`src/rtl/loader_pkg.sv`:
```
// rtl/loader_pkg.sv - shared state encoding and word type for the program loader
package loader_pkg;

  typedef enum logic [2:0] {IDLE, HDR, START, DATA, CSUM, DRAIN, END} state_t;

  localparam int BYTES_PER_WORD = 4;

  typedef logic [31:0] word_t;

endpackage

```
`src/rtl/byte_assembler.sv`:
```
// rtl/byte_assembler.sv - packs accepted UART bytes big-endian into 32-bit words
module byte_assembler
  import loader_pkg::*;
(
  input  logic       CLK,
  input  logic       reset,
  input  logic [7:0] rx_data,
  input  logic       rx_valid,
  input  logic       clear,
  output word_t      word,
  output logic       word_ready
);

  logic [1:0]  idx_q, idx_d;
  logic [23:0] shift_q, shift_d;

  // The word is complete combinationally on the 4th byte so the caller can register it on that edge.
  always_comb begin
    idx_d      = idx_q;
    shift_d    = shift_q;
    word       = {shift_q, rx_data};
    word_ready = rx_valid && (idx_q == 2'(BYTES_PER_WORD - 1));
    if (clear) begin
      idx_d   = '0;
      shift_d = '0;
    end else if (rx_valid) begin
      idx_d   = idx_q + 2'd1;
      shift_d = {shift_q[15:0], rx_data};
    end
  end

  always_ff @(posedge CLK or negedge reset) begin
    if (!reset) begin
      idx_q   <= '0;
      shift_q <= '0;
    end else begin
      idx_q   <= idx_d;
      shift_q <= shift_d;
    end
  end

endmodule

```
`src/rtl/program_loader.sv`:
```
// rtl/program_loader.sv - parses header + big-endian words from uart_rx and drives the fetch loader
// Optional trailing checksum word: PROGRAM_LOADER_CHECKSUM_EN
module program_loader
  import loader_pkg::*;
#(
  parameter int COUNT_WIDTH = 16,
  parameter int END_DELAY   = 4
) (
  input  logic                   CLK,
  input  logic                   reset,
  input  logic [7:0]             rx_data,
  input  logic                   rx_valid,
  output logic                   input_start,
  output logic                   input_end,
  output logic [31:0]            input_data,
  output logic                   input_valid,
  output logic                   busy,
  output logic [COUNT_WIDTH-1:0] words_loaded,
  output logic                   overrun,
  output logic                   checksum_error
);

  localparam int DW = $clog2(END_DELAY + 1);
  localparam logic [COUNT_WIDTH-1:0] COUNT_MAX = '1;

  state_t                 state_q, state_d;
  logic [COUNT_WIDTH-1:0] count_q, count_d;
  logic [COUNT_WIDTH-1:0] wl_q, wl_d;
  word_t                  data_q, data_d;
  logic                   valid_q, valid_d;
  logic [DW-1:0]          drain_q, drain_d;
  logic                   overrun_q, overrun_d;
  logic                   accept, clear, word_ready, last_word;
  word_t                  word;
`ifdef PROGRAM_LOADER_CHECKSUM_EN
  word_t                  sum_q, sum_d;
  logic                   cerr_q, cerr_d;
`endif

  assign accept    = rx_valid && (state_q inside {IDLE, HDR, DATA, CSUM});
  assign clear     = state_q inside {START, DRAIN, END};
  assign last_word = (wl_q + 1'b1) == count_q;

  byte_assembler u_asm (
    .CLK        (CLK),
    .reset      (reset),
    .rx_data    (rx_data),
    .rx_valid   (accept),
    .clear      (clear),
    .word       (word),
    .word_ready (word_ready)
  );

  always_ff @(posedge CLK or negedge reset) begin
    if (!reset) begin
      state_q   <= IDLE;
      count_q   <= '0;
      wl_q      <= '0;
      data_q    <= '0;
      valid_q   <= 1'b0;
      drain_q   <= '0;
      overrun_q <= 1'b0;
`ifdef PROGRAM_LOADER_CHECKSUM_EN
      sum_q     <= '0;
      cerr_q    <= 1'b0;
`endif
    end else begin
      state_q   <= state_d;
      count_q   <= count_d;
      wl_q      <= wl_d;
      data_q    <= data_d;
      valid_q   <= valid_d;
      drain_q   <= drain_d;
      overrun_q <= overrun_d;
`ifdef PROGRAM_LOADER_CHECKSUM_EN
      sum_q     <= sum_d;
      cerr_q    <= cerr_d;
`endif
    end
  end

  always_comb begin
    state_d = state_q;
    case (state_q)
      IDLE:  if (rx_valid) state_d = HDR;
      HDR:   if (word_ready) state_d = START;
      START: state_d = (count_q == '0) ? DRAIN : DATA;
`ifdef PROGRAM_LOADER_CHECKSUM_EN
      DATA:  if (word_ready && last_word) state_d = CSUM;
      CSUM:  if (word_ready) state_d = DRAIN;
`else
      DATA:  if (word_ready && last_word) state_d = DRAIN;
`endif
      DRAIN: if (drain_q == DW'(END_DELAY)) state_d = END;
      END:   state_d = IDLE;
      default: state_d = IDLE;
    endcase
  end

  // An empty load counts the START cycle as its first idle cycle so input_end lands END_DELAY+1 after input_start.
  always_comb begin
    count_d   = count_q;
    wl_d      = wl_q;
    data_d    = data_q;
    valid_d   = valid_q;
    drain_d   = drain_q;
    overrun_d = overrun_q | (rx_valid && !accept);
`ifdef PROGRAM_LOADER_CHECKSUM_EN
    sum_d     = sum_q;
    cerr_d    = cerr_q;
`endif
    case (state_q)
      HDR: if (word_ready) begin
        count_d = (word[31:COUNT_WIDTH] != '0) ? COUNT_MAX : word[COUNT_WIDTH-1:0];
        wl_d    = '0;
`ifdef PROGRAM_LOADER_CHECKSUM_EN
        sum_d   = '0;
`endif
      end
      START: drain_d = (count_q == '0) ? DW'(1) : '0;
      DATA: if (word_ready) begin
        data_d  = word;
        valid_d = ~valid_q;
        wl_d    = wl_q + 1'b1;
        drain_d = '0;
`ifdef PROGRAM_LOADER_CHECKSUM_EN
        sum_d   = sum_q + word;
`endif
      end
`ifdef PROGRAM_LOADER_CHECKSUM_EN
      CSUM: if (word_ready) begin
        drain_d = '0;
        if (word != sum_q) cerr_d = 1'b1;
      end
`endif
      DRAIN: drain_d = drain_q + DW'(1);
      default: ;
    endcase
  end

  always_comb begin
    input_start  = (state_q == START);
    input_end    = (state_q == END);
    busy         = (state_q != IDLE);
    input_data   = data_q;
    input_valid  = valid_q;
    words_loaded = wl_q;
    overrun      = overrun_q;
`ifdef PROGRAM_LOADER_CHECKSUM_EN
    checksum_error = cerr_q;
`else
    checksum_error = 1'b0;
`endif
  end

endmodule

```
`config.mk`:
```
export PLATFORM = sky130hd
export DESIGN_NAME = program_loader
export DESIGN_NICKNAME = d
export VERILOG_FILES = /design/src/rtl/loader_pkg.sv /design/src/rtl/byte_assembler.sv /design/src/rtl/program_loader.sv
export SDC_FILE = /design/constraint.sdc
export NUM_CORES = 1
export LEC_CHECK = 0
export BUFFER_PORTS_ARGS = -buffer_cell sky130_fd_sc_hd__buf_2
export CAP_MARGIN = 20
export CORE_MARGIN = 10
export CORE_UTILIZATION = 45
export CTS_CLUSTER_SIZE = 25
export DETAILED_ROUTE_END_ITERATION = 10
export HOLD_SLACK_MARGIN = 0.02
export PLACE_DENSITY = 0.75
export SLEW_MARGIN = 10
export SYNTH_ARGS = -nofsm -noshare
export SYNTH_HDL_FRONTEND = slang
export SYNTH_SLANG_ARGS = --single-unit
export TNS_END_PERCENT = 20
```
`constraint.sdc`:
```
create_clock -name CLK -period 2.8 [get_ports CLK]
set_clock_uncertainty 0.05 [all_clocks]
set_input_delay 0.42 -clock CLK [delete_from_list [all_inputs] [get_ports CLK]]
set_output_delay 0.42 -clock CLK [all_outputs]
set_load 0.01 [all_outputs]
```
# Word-level counts from Yosys, hierarchy flattened
# Cells that the tools add are included.
dict set report totals {
  reg_bits 98
  input_bits 11
  out_inout_bits 54
  wordCells 64
}
dict set report op_classes {
  n_addsub 3
  n_eq_ne 14
  muxes 17
  bitwise_logic 2
  reduce_logical 19
}
# operator count
set op_table {}
lappend op_table {{$mux 16} 3}
lappend op_table {{$mux 24} 2}
lappend op_table {{$pmux 16 s2} 1}
lappend op_table {{$mux 3} 6}
lappend op_table {{$add 16x1->16 const B} 1}
lappend op_table {{$eq 16x16->1} 1}
lappend op_table {{$logic_not 16->1} 1}
lappend op_table {{$reduce_bool 16->1} 1}
lappend op_table {{$pmux 3 s5} 1}
lappend op_table {{$eq 3x3->1 const B} 4}
lappend op_table {{$pmux 3 s3} 1}
lappend op_table {{$reduce_bool 3->1} 3}
lappend op_table {{$eq 3x2->1 const B} 2}
lappend op_table {{$ne 2x2->1 const B} 3}
lappend op_table {{$reduce_and 2->1} 3}
lappend op_table {{$logic_and 1x1->1} 4}
lappend op_table {{$mux 2} 2}
lappend op_table {{$ne 2x1->1 const B} 2}
lappend op_table {{$reduce_and 4->1} 1}
lappend op_table {{$reduce_bool 2->1} 2}
lappend op_table {{$reduce_bool 4->1} 1}
lappend op_table {{$add 3x1->3 const B} 1}
lappend op_table {{$eq 3x1->1 const B} 1}
lappend op_table {{$logic_not 3->1} 1}
lappend op_table {{7 further kinds} 7}

# Depth between registers and ports, before layout
# Gate-level depths: netlist (run 1).
dict set report depth {
  word_depth 7
  ltp_mapped 9
  ltp_nobuf 8
}

# Hierarchy
# Synthesis (run 1) repeated with hierarchy kept, for this count alone.
dict set report hier_totals {
  cells_unflattened 488
  hier_area_um2 4755.8
}
# mod instances cells_per_inst area_each_um2 seq_area_each_um2
set by_module_without_submodules {}
lappend by_module_without_submodules {program_loader 1 394 3602.2 1801.7}
lappend by_module_without_submodules {byte_assembler 1 94 1153.6 650.6}

# Worst setup path before layout (run 1)
# No wires, ideal clock.
dict set report synth_path {
  path_kind {register to register}
  startpoint {register wl_q[3], in the netlist words_loaded[3]}
  endpoint {register state_q[1]}
  setup_time_ns 0.121
  arrival_time_ns 1.961
  t_required_ns 2.629
  path_slack_ns 0.667
  stages_incl_launch_ff 9
  n_path_buf 1
  period_less_slack_ns 2.133
  path_cell_list {dfrtp_1 > clkbuf_2 > and4_1 > nand2_1 > or4b_2 > o211ai_1 > a21o_1 > nand4_1 > o22a_1}
}
dict set report synth_via {
  elab_chain_len 5
}
# item line
set synth_lines {}
lappend synth_lines {{start, declared} program_loader.sv:28} ;# logic [COUNT_WIDTH-1:0] wl_q, wl_d;
lappend synth_lines {{start signal, assigned} program_loader.sv:70} ;# wl_q <= wl_d;
lappend synth_lines {{$add 16x1->16} program_loader.sv:42} ;# assign last_word = (wl_q + 1'b1) == count_q;
lappend synth_lines {{$eq 16x16->1} program_loader.sv:42}
lappend synth_lines {{$logic_and 1x1->1} program_loader.sv:92} ;# DATA: if (word_ready && last_word) state_d = DRAIN;
lappend synth_lines {{$ne 2x1->1 (no line)} --}
lappend synth_lines {{$reduce_and 4->1 (no line)} --}
lappend synth_lines {{end signal, assigned} program_loader.sv:68} ;# state_q <= state_d;
lappend synth_lines {{end, declared} program_loader.sv:26} ;# state_t state_q, state_d;
# No other way between the ends.
# A chain may end at the register's enable or synchronous reset.

# Worst setup path after layout (run 1)
dict set report layout_path {
  startpoint {register state_q[0]}
  endpoint {register state_q[1]}
}
dict set report layout_via {
  elab_chain_len 7
  elab_cells_between_ends 16
  classes_between {eq/ne: 9; mux: 1; reduce/logical: 6}
}
# item line
set layout_lines {}
lappend layout_lines {{$eq 3x1->1 (tied with other cells)} {program_loader.sv:40, program_loader.sv:84}}
lappend layout_lines {{$reduce_bool 4->1} program_loader.sv:40} ;# assign accept = rx_valid && (state_q inside {IDLE, HDR, DATA, CSUM});
lappend layout_lines {{$logic_and 1x1->1} program_loader.sv:40}
lappend layout_lines {{$logic_and 1x1->1} byte_assembler.sv:22} ;# word_ready = rx_valid && (idx_q == 2'(BYTES_PER_WORD - 1));
lappend layout_lines {{$logic_and 1x1->1} program_loader.sv:92}
lappend layout_lines {{$ne 2x1->1 (no line)} --}
lappend layout_lines {{$reduce_and 4->1 (no line)} --}
# Parallel ways exist; a longest one is shown, timed or not.

==> impl_metrics.tcl, run 1 <==
set metrics [dict create \
    antenna_found_initial 0 \
    power_leakage_nw 2.44 \
    detail-route-antenna-nets 0 \
    worst-setup-path-type "reg2reg" \
    synth.cells.most_frequent "sky130_fd_sc_hd__dfrtp_1 (98), sky130_fd_sc_hd__a22o_1 (39), sky130_fd_sc_hd__mux2_2 (39)" \
    finalSetupViolCount 0 \
    cts_tree "built" \
    logic_pwr_share_pct 32.2 \
    detailedRoute.firstPassIterationCount 4 \
    end_kind "register" \
    dieArea_um2 14700 \
    worst_hold_startpoint "rx_data[5]" \
    gp_congestion 0.852 \
    report.final.slew_viol_count 0 \
    core.rowCount 36 \
    timing.slew.headroom_pct 65.5 \
    clock_insertion_delay_worst_skew_ps 360 \
    hold_buffer_count_at_cts 1 \
    fp.dieW_um 121 \
    fill_cells 856 \
    sequentialPowerShare_pct 47.9 \
    cell_internal_pwr_mw 3.13 \
    worst-slew-pin-transition_ps 513 \
    async_s_r_ff_share_synth_pct 100 \
    global_route_wire_length_before_repair_um 17100 \
    synth_top_cells_by_area "sky130_fd_sc_hd__dfrtp_1 (53%), sky130_fd_sc_hd__mux2_2 (9.5%), sky130_fd_sc_hd__a22o_1 (7.4%)" \
    wirelength_um 10400 \
    syn2layout_area_growth_pct 13.9 \
    track_usage_pct 14.2 \
    synth_enable_flop_cells 0 \
    clock_tree.root_cell "sky130_fd_sc_hd__clkbuf_8" \
    register_bit_count_reported_by_yosys 98 \
    cp_data_required_time_ps 3000 \
    grt.busiest_layer "met2" \
    clk_pwr_share_pct 19.9 \
    synth.top_cell.area_share_pct 53.2 \
    cts-htree-levels 3 \
    routed_wire_length_per_instance_um 17.7 \
    finalHoldViolCount 0 \
    finalSetupTns_ps 0 \
    reg2reg_slack_ps 410 \
    detail_route.iter0.violations 176 \
    drive_above_1_share_pct 29.5 \
    switching_share_pct 34.4 \
    hold_path.class "in2reg" \
    synth.most_common_cell "sky130_fd_sc_hd__dfrtp_1" \
    io_buffer_count 63 \
    boundaryPins 65 \
    net-switching-power_mw 1.64 \
    syn-mean-instance-area_um2 11.6 \
    max_cap_violations 0 \
    arrival_ps 2590 \
    timing.critical_path.from "state_q[0]" \
    hold_ws_ps 264 \
    cts-root-to-sink-buffers 2 \
    grt.overflow.total 0 \
    worstReg2RegEnd "state_q[1]" \
    post_synth_inst_count 398 \
    design.core.area_um2 9860 \
    postSynth.topFlopCell "sky130_fd_sc_hd__dfrtp_1" \
    fmax_mhz 419 \
    total_clock_buffers_created_by_cts 9 \
    num_vias 3372 \
    grt_max_degree 48 \
    dp_hpwl_um 7380 \
    start_util_pct 46.7 \
    hold_path_depth 2 \
    synth.distinct_cells 48 \
    gr-usage-met1_pct 19.1 \
    vias_per_cell 5.73 \
    yosysTopAreaCell "sky130_fd_sc_hd__dfrtp_1" \
    grt_pass1_vias 3371 \
    status "complete, no violations" \
    worstReg2RegStart "state_q[0]" \
    fin_crit_ps 2390 \
    use_met3_pct 4.37 \
    power_per_cell_area_nw_per_um2 909 \
    mappedNetlistArea_um2 4610 \
    clk_transition_reported_paths_ps 90 \
    drc 0 \
    synth_seq_area_share_pct 53.2 \
    postCtsSetupRepairBufs 0 \
    timing.critical_path.from_type "register" \
    peakVddDrop_v 0.000640 \
    layout_worst_path_cycle_share_pct 85.3 \
    num_antenna_cells 0 \
    fp.dieH_um 121 \
    postSynthNetCount 413 \
    rr_worst_depth 7 \
    critical_path_peak_fanout 18 \
    destination_of_the_worst_hold_path "count_q[5]" \
    grt_setup_unrepaired "false" \
    numClockSinks 98 \
    ys_warn_count 0 \
    finalPower_mw 4.77 \
    gr-usage-met2_pct 21.9 \
    fin_nets 465 \
    postCtsResizedCells 0 \
]
final cells by class:
class	instances	area (µm²)	share of cell area [%]
timing repair buffer	72	400	7.63
clock buffer	10	138	2.62
clock inverter	6	72.6	1.38
tap	133	166	3.17
inverter	5	18.8	0.358
sequential	98	2450	46.7
multi-input combinational	264	2000	38.1
kinds of logic (layout without fill, tap and decap cells):
group	count (synthesis)	in the layout	share of synthesized area [%]
multiplexers	42	42	10.2
flip-flops	98	98	53.2
AND/OR/NAND/NOR	96	96	11.2
AO/OA/AOI/OAI	99	99	16.7
XOR/XNOR	22	22	4.18
adder cells (fa/ha/maj)	4	4	1.09
buffers and inverters	36	93	3.34
other	1	1	0.0814
placed cells by master (no fill, tap or decap), drive strengths merged, types with 2 or more instances in the layout:
master  count
or3         2
a22o       39
mux2       39
and3        5
o21ai      15
xor2        9
nand2b      2
buf        71
nor3b       5
a21o        9
a211oi      2
ha          4
xnor2      13
nand4       7
nor4       10
dfrtp      98
nand3       6
nor2       16
mux2i       3
a21oi       9
or2         2
o22a       17
and4        2
inv         7
nand2      23
nor3       10
nor2b       3
clkinv      2
clkbuf     10
worst max path at each step:
stage                 end  slack (ps)  cells past startpoint
6_report       state_q[1]         410                      7
5_1_grt        state_q[1]         280                      7
4_1_cts        state_q[1]         410                      7
3_5_place_dp   state_q[1]         440                      7
3_3_place_gp   state_q[1]         510                      7
2_1_floorplan  state_q[1]         670                      8
through the flow:
step	util [%]	cell area [µm²]	instances	worst slack, ps
2_1_floorplan	-	4610	398	667
3_3_place_gp	51.0	5030	571	511
3_5_place_dp	51.0	5030	571	439
4_1_cts	53.2	5250	588	410
5_1_grt	53.2	5250	588	276
6_report	53.2	5250	588	412
registers in the layout (all words and copies together) (netlist names):
| register | count |
|---|---|
| input_data | 32 |
| drain_q | 3 |
| u_asm.idx_q | 2 |
| words_loaded | 16 |
| state_q | 3 |
| overrun | 1 |
| count_q | 16 |
| u_asm.shift_q | 24 |
| input_valid | 1 |
layer usage:
layer | vias to the layer above | part of all wire (%)
met2 | 89 | 46
li1 | 1566 | -
met1 | 1712 | 47
met4 | 0 | 0.49
met5 | - | 0
met3 | 5 | 6.6
power groups by stage:
stage | registers [mW] | logic (mW) | clock network [mW]
floorplan | 2.30 | 0.984 | 0
global placement | 2.28 | 1.53 | 0
detailed placement | 2.30 | 1.56 | 0
CTS | 2.28 | 1.57 | 0.982
global route | 2.35 | 1.71 | 1.05
finish | 2.29 | 1.54 | 0.948
worst max-delay path, cell delays in order, from the launching register on:
cell and delay [ps]:
sky130_fd_sc_hd__dfrtp_1 650, sky130_fd_sc_hd__nand2b_4 250, sky130_fd_sc_hd__and3_1 190, sky130_fd_sc_hd__nand2_2 80
sky130_fd_sc_hd__or4_4 530, sky130_fd_sc_hd__a211oi_2 210, sky130_fd_sc_hd__nand4_1 140, sky130_fd_sc_hd__o22a_1 180
(Power assumes the default switching activity.)
==> run 2, diff against run 1 <==
- CORE_UTILIZATION: 45 -> 40
- PLACE_DENSITY: 0.75 -> 0.69
==> impl_metrics.tcl, run 2 (same netlist as run 1, synthesis figures left out) <==
set metrics [dict create \
    status "complete, no violations" \
    clock_tree.root_cell "sky130_fd_sc_hd__clkbuf_16" \
    critical_path_peak_fanout 18 \
    fp.dieH_um 127 \
    max_cap_violations 0 \
    syn2layout_area_growth_pct 16.5 \
    register_area_um2 2450 \
    gr-usage-met1_pct 18.2 \
    net-switching-power_mw 1.68 \
    highest_count_cells_in_the_layout_ignoring_fill_and_taps "sky130_fd_sc_hd__dfrtp_1 (98), sky130_fd_sc_hd__buf_2 (62), sky130_fd_sc_hd__a22o_1 (39), sky130_fd_sc_hd__mux2_2 (39), sky130_fd_sc_hd__nand2_1 (22)" \
    antenna_found_initial 0 \
    report.final.slew_viol_count 0 \
    detailedRoute.firstPassIterationCount 4 \
    track_usage_pct 13.3 \
    wirelength_um 10500 \
    sequentialPowerShare_pct 44.1 \
    power_leakage_nw 2.49 \
    numClockSinks 98 \
    placed_cells 580 \
    global_route_wire_length_before_repair_um 17700 \
    rr_worst_depth 7 \
    grt_setup_unrepaired "false" \
    routed_wire_length_per_instance_um 17.6 \
    setup_slack_ps 421 \
    timing.slew.headroom_pct 64.6 \
    io_buffer_count 63 \
    fmax_mhz 420 \
    fill_cells 1052 \
    placed_area_um2 5030 \
    clk_pwr_share_pct 26.1 \
    dp_hpwl_um 7350 \
    grt_pass1_vias 3360 \
    grt.busiest_layer "met2" \
    finalSetupViolCount 0 \
    layout_worst_path_cycle_share_pct 85.0 \
    detail-route-antenna-nets 0 \
    clk_transition_reported_paths_ps 70 \
    boundaryPins 65 \
    largest_register_ffs 32 \
    fp.dieW_um 127 \
    logic_pwr_share_pct 29.8 \
    peakVddDrop_v 0.000603 \
    finalPower_mw 5.17 \
    finalHoldViolCount 0 \
    dieArea_um2 16200 \
    vias_per_cell 5.57 \
    hold_path.class "in2reg" \
    finish.cell_count_without_fillers 596 \
    end_kind "register" \
    worst-slew-pin-transition_ps 530 \
    cp_data_required_time_ps 2980 \
    worst-setup-path-type "reg2reg" \
    area_of_the_multi_input_gates_um2 2000 \
    power_per_cell_area_nw_per_um2 964 \
    core.rowCount 39 \
    drive_above_1_share_pct 29.1 \
    gr-usage-met2_pct 19.8 \
    arrival_ps 2560 \
    cts-htree-levels 3 \
    hold_path_depth 2 \
    grt_max_degree 79 \
    finish.utilization_pct 47.2 \
    pre_cts_ws_ps 441 \
    fin_crit_ps 2380 \
    cell_internal_pwr_mw 3.50 \
    hold_ws_ps 281 \
    num_vias 3322 \
    final_design_area_no_fill_um2 5370 \
    start_util_pct 40.5 \
    gp_congestion 0.843 \
    num_antenna_cells 0 \
    detail_route.iter0.violations 171 \
    cts-root-to-sink-buffers 2 \
    drc 0 \
    layout.cells.most_common "sky130_fd_sc_hd__dfrtp_1" \
    switching_share_pct 32.4 \
    fin_nets 464 \
    grt.overflow.total 0 \
    timing.critical_path.from_type "register" \
    clock_insertion_delay_worst_skew_ps 340 \
    use_met3_pct 3.60 \
    total_clock_buffers_created_by_cts 9 \
    cts_tree "built" \
    design.core.area_um2 11400 \
    finalSetupTns_ps 0 \
]
[run 2: cell count changes in the layout (fill, tap and decap cells not counted), sizes merged]
cell / delta
bufinv: +1
clkinv: -1
clkinvlp: -1
buf: -1
[run 2: layout make-up]
type / instances / area share [%]
inverter: 5 / 0.350
timing repair buffer: 71 / 7.32
multi-input combinational: 264 / 37.2
sequential: 98 / 45.7
clock inverter: 5 / 1.61
tap: 143 / 3.33
clock buffer: 10 / 4.45
[run 2: timing repair]
item | CTS | global route
hold buffers | 1 | 0
gates resized for setup | 0 | 0
setup endpoints to repair | 0 | 0
setup buffers | 0 | 0
endpoints found under the hold margin | 20 | 0
[run 2: final timing paths]
path                            start              end  slack [ps]
max                        state_q[0]       state_q[1]         420
min                        rx_data[4]       count_q[4]         280
max reg2reg                state_q[0]       state_q[1]         420
min reg2reg                   overrun          overrun         410
max in group asynchronous       reset  words_loaded[2]        1540
min in group asynchronous       reset    input_data[4]         450
[run 2: per-layer routing]
metal  routed length, µm  vias to the layer above  part of all wire (%)
li1                    -                     1581                     -
met1                5160                     1658                    49
met2                4760                       70                    45
met3                 452                       13                   4.3
met4                 138                        0                   1.3
met5                   0                        -                     0
[run 2: power groups by stage]
stage | logic, mW | clock network [mW] | registers [mW]
after floorplan | 0.984 | 0 | 2.30
final | 1.54 | 1.35 | 2.28
after global routing | 1.73 | 1.43 | 2.36
after detailed placement | 1.56 | 0 | 2.31
after global placement | 1.53 | 0 | 2.28
after CTS | 1.58 | 1.37 | 2.28
[run 2: critical path, stage by stage, from the launching register on]
cell,delay (ps)
sky130_fd_sc_hd__dfrtp_1,620
sky130_fd_sc_hd__nand2b_4,240
sky130_fd_sc_hd__and3_1,200
sky130_fd_sc_hd__nand2_2,80
sky130_fd_sc_hd__or4_4,540
sky130_fd_sc_hd__a211oi_2,200
sky130_fd_sc_hd__nand4_1,150
sky130_fd_sc_hd__o22a_1,180
==> run 3, diff against run 2 <==
- ABC_AREA: unset -> 1
- clock period: 2.8 -> 2.37 ns (I/O delays scaled with it)
==> impl_metrics.tcl, run 3 <==
set metrics [dict create \
    grt_setup_unrepaired "false" \
    worstReg2RegEnd "state_q[1]" \
    synth_seq_area_share_pct 53.5 \
    synth.cells.most_frequent "sky130_fd_sc_hd__nand2_1 (121), sky130_fd_sc_hd__dfrtp_1 (98), sky130_fd_sc_hd__inv_1 (83)" \
    clock_tree.root_cell "sky130_fd_sc_hd__clkbuf_16" \
    fmax_mhz 468 \
    power_leakage_nw 2.76 \
    vias_per_cell 5.21 \
    hold_path.class "in2reg" \
    timing.slew.headroom_pct 56.4 \
    drc 0 \
    finalSetupTns_ps 0 \
    critical_path_peak_fanout 7 \
    boundaryPins 65 \
    total_clock_buffers_created_by_cts 9 \
    hold_path_depth 3 \
    finalSetupViolCount 0 \
    wirelength_um 12300 \
    highest_count_cells_in_the_layout_ignoring_fill_and_taps "sky130_fd_sc_hd__nand2_1 (121), sky130_fd_sc_hd__dfrtp_1 (98), sky130_fd_sc_hd__inv_1 (83)" \
    grt_max_degree 76 \
    grt.overflow.total 0 \
    syn-mean-instance-area_um2 8.65 \
    cts_tree "built" \
    clk_transition_reported_paths_ps 70 \
    routed_wire_length_per_instance_um 16.5 \
    detail_route.iter0.violations 295 \
    layout_worst_path_cycle_share_pct 90.2 \
    worst_hold_startpoint "rx_valid" \
    postSynthNetCount 545 \
    synth.top_cell.area_share_pct 53.5 \
    post_synth_inst_count 530 \
    cp_data_required_time_ps 2550 \
    dieArea_um2 16100 \
    cts-root-to-sink-buffers 2 \
    peakVddDrop_v 0.000755 \
    track_usage_pct 15.5 \
    layout.cells.most_common "sky130_fd_sc_hd__nand2_1" \
    fin_nets 612 \
    start_util_pct 40.5 \
    end_kind "register" \
    gp_congestion 0.906 \
    postSynth.topFlopCell "sky130_fd_sc_hd__dfrtp_1" \
    synth.distinct_cells 35 \
    fin_crit_ps 2140 \
    worstReg2RegStart "words_loaded[0]" \
    max_cap_violations 0 \
    io_buffer_count 63 \
    ys_warn_count 0 \
    drive_above_1_share_pct 16.8 \
    synth_top_cells_by_area "sky130_fd_sc_hd__dfrtp_1 (54%), sky130_fd_sc_hd__nand2_1 (9.9%), sky130_fd_sc_hd__inv_1 (6.8%)" \
    status "complete, no violations" \
    worst-setup-path-type "reg2reg" \
    register_bit_count_reported_by_yosys 98 \
    rr_worst_depth 12 \
    detailedRoute.firstPassIterationCount 5 \
    clock_insertion_delay_worst_skew_ps 350 \
    timing.critical_path.from_type "register" \
    mappedNetlistArea_um2 4580 \
    fp.dieH_um 127 \
    fp.dieW_um 127 \
    num_antenna_cells 0 \
    cts-htree-levels 3 \
    yosysTopAreaCell "sky130_fd_sc_hd__dfrtp_1" \
    dp_hpwl_um 8920 \
    num_vias 3881 \
    report.final.slew_viol_count 0 \
    core.rowCount 39 \
    global_route_wire_length_before_repair_um 20400 \
    synth.most_common_cell "sky130_fd_sc_hd__nand2_1" \
    postCtsSetupRepairBufs 0 \
    destination_of_the_worst_hold_path "overrun" \
    async_s_r_ff_share_synth_pct 100 \
    reg2reg_slack_ps 230 \
    grt_pass1_vias 3949 \
    hold_ws_ps 268 \
    antenna_found_initial 0 \
    synth_enable_flop_cells 0 \
    largest_register_ffs 32 \
    design.core.area_um2 11300 \
    arrival_ps 2320 \
    power_per_cell_area_nw_per_um2 1260 \
    numClockSinks 98 \
    detail-route-antenna-nets 0 \
    syn2layout_area_growth_pct 17.2 \
    worst-slew-pin-transition_ps 654 \
    finalHoldViolCount 0 \
]
-- run 3: changes by cell type after synthesis, moves of 10 or more --
cell / delta
sky130_fd_sc_hd__inv_1: +78
sky130_fd_sc_hd__clkbuf_1: -16
sky130_fd_sc_hd__xnor2_1: -12
sky130_fd_sc_hd__a22oi_1: +16
sky130_fd_sc_hd__nand2_1: +99
sky130_fd_sc_hd__a22o_1: -39
sky130_fd_sc_hd__o22a_1: -17
sky130_fd_sc_hd__o21ai_0: +16
sky130_fd_sc_hd__nor2_1: +21
sky130_fd_sc_hd__nand3_1: +27
sky130_fd_sc_hd__nor3_1: -10
sky130_fd_sc_hd__mux2_2: -39
sky130_fd_sc_hd__o22ai_1: +35
-- run 3: report_power, final --
group / switching [mW] / internal (mW) / total, mW / leakage, nW
Sequential: 0.466 / 2.33 / 2.79 / 1.22
Combinational: 1.60 / 0.928 / 2.53 / 1.40
Clock: 0.683 / 0.738 / 1.42 / 0.142
-- run 3: routing by layer --
metal  GRT usage [%]  part of all wire, %  vias up
met4            5.16                  1.6        0
met5               0                    0        -
met1            20.0                   46     1881
li1                -                    -     1869
met3            4.30                  6.3       18
met2            24.6                   46      113
-- run 3: worst max-delay path by stage --
| stage | cells after the start | end | start |
|---|---|---|---|
| 6_report | 12 | state_q[1] | words_loaded[0] |
| 3_3_place_gp | 13 | state_q[2] | words_loaded[0] |
| 2_1_floorplan | 14 | state_q[1] | words_loaded[0] |
| 3_5_place_dp | 14 | state_q[1] | words_loaded[0] |
| 4_1_cts | 14 | state_q[1] | words_loaded[0] |
| 5_1_grt | 14 | state_q[1] | words_loaded[0] |
-- run 3: cell type report --
| type | count | area (µm²) |
|---|---|---|
| fillers | 1103 | 5950 |
| inverters | 86 | 323 |
| clock buffers | 10 | 229 |
| well taps | 143 | 179 |
| multi-input cells | 329 | 1710 |
| repair buffers | 73 | 420 |
| clock inverters | 6 | 62.6 |
| flip-flops and latches | 98 | 2450 |
-- run 3: kinds of logic after synthesis --
group | after synthesis | share of synthesized area, %
AND/OR/NAND/NOR | 215 | 20.9
buffers and inverters | 103 | 9.37
AO/OA/AOI/OAI | 101 | 13.2
flip-flops | 98 | 53.5
XOR/XNOR | 7 | 1.64
adder cells (fa/ha/maj) | 4 | 1.09
other | 1 | 0.0818
multiplexers | 1 | 0.218
-- run 3: critical path: stages (launching register included) --
cell and delay [ps]:
sky130_fd_sc_hd__dfrtp_1 480, sky130_fd_sc_hd__ha_2 280, sky130_fd_sc_hd__nand2_1 90, sky130_fd_sc_hd__inv_1 90, sky130_fd_sc_hd__nand2_1 100, sky130_fd_sc_hd__o21ai_1 330
sky130_fd_sc_hd__nor2_1 70, sky130_fd_sc_hd__nor2_1 110, sky130_fd_sc_hd__nand3b_1 90, sky130_fd_sc_hd__nor2_1 110, sky130_fd_sc_hd__nand2_1 70, sky130_fd_sc_hd__nand2_1 80
sky130_fd_sc_hd__a21oi_1 70
-- run 3: stage by stage --
stage / area [µm²] / power (mW) / worst slack (ps) / std cells / util (%)
2_1_floorplan: 4580 / 4.36 / 514 / 530 / -
3_3_place_gp: 5060 / 5.27 / 218 / 728 / 44.7
3_5_place_dp: 5060 / 5.36 / 171 / 728 / 44.7
4_1_cts: 5370 / 6.81 / 130 / 745 / 47.4
5_1_grt: 5370 / 7.28 / 2.38 / 745 / 47.4
6_report: 5370 / 6.75 / 232 / 745 / 47.4
-- run 3: what timing repair did --
action | 4_1_cts | 5_1_grt
hold buffers | 1 | 0
hold endpoints to repair | 35 | 0
setup endpoints to repair | 0 | 2
gates resized for setup | 0 | 3
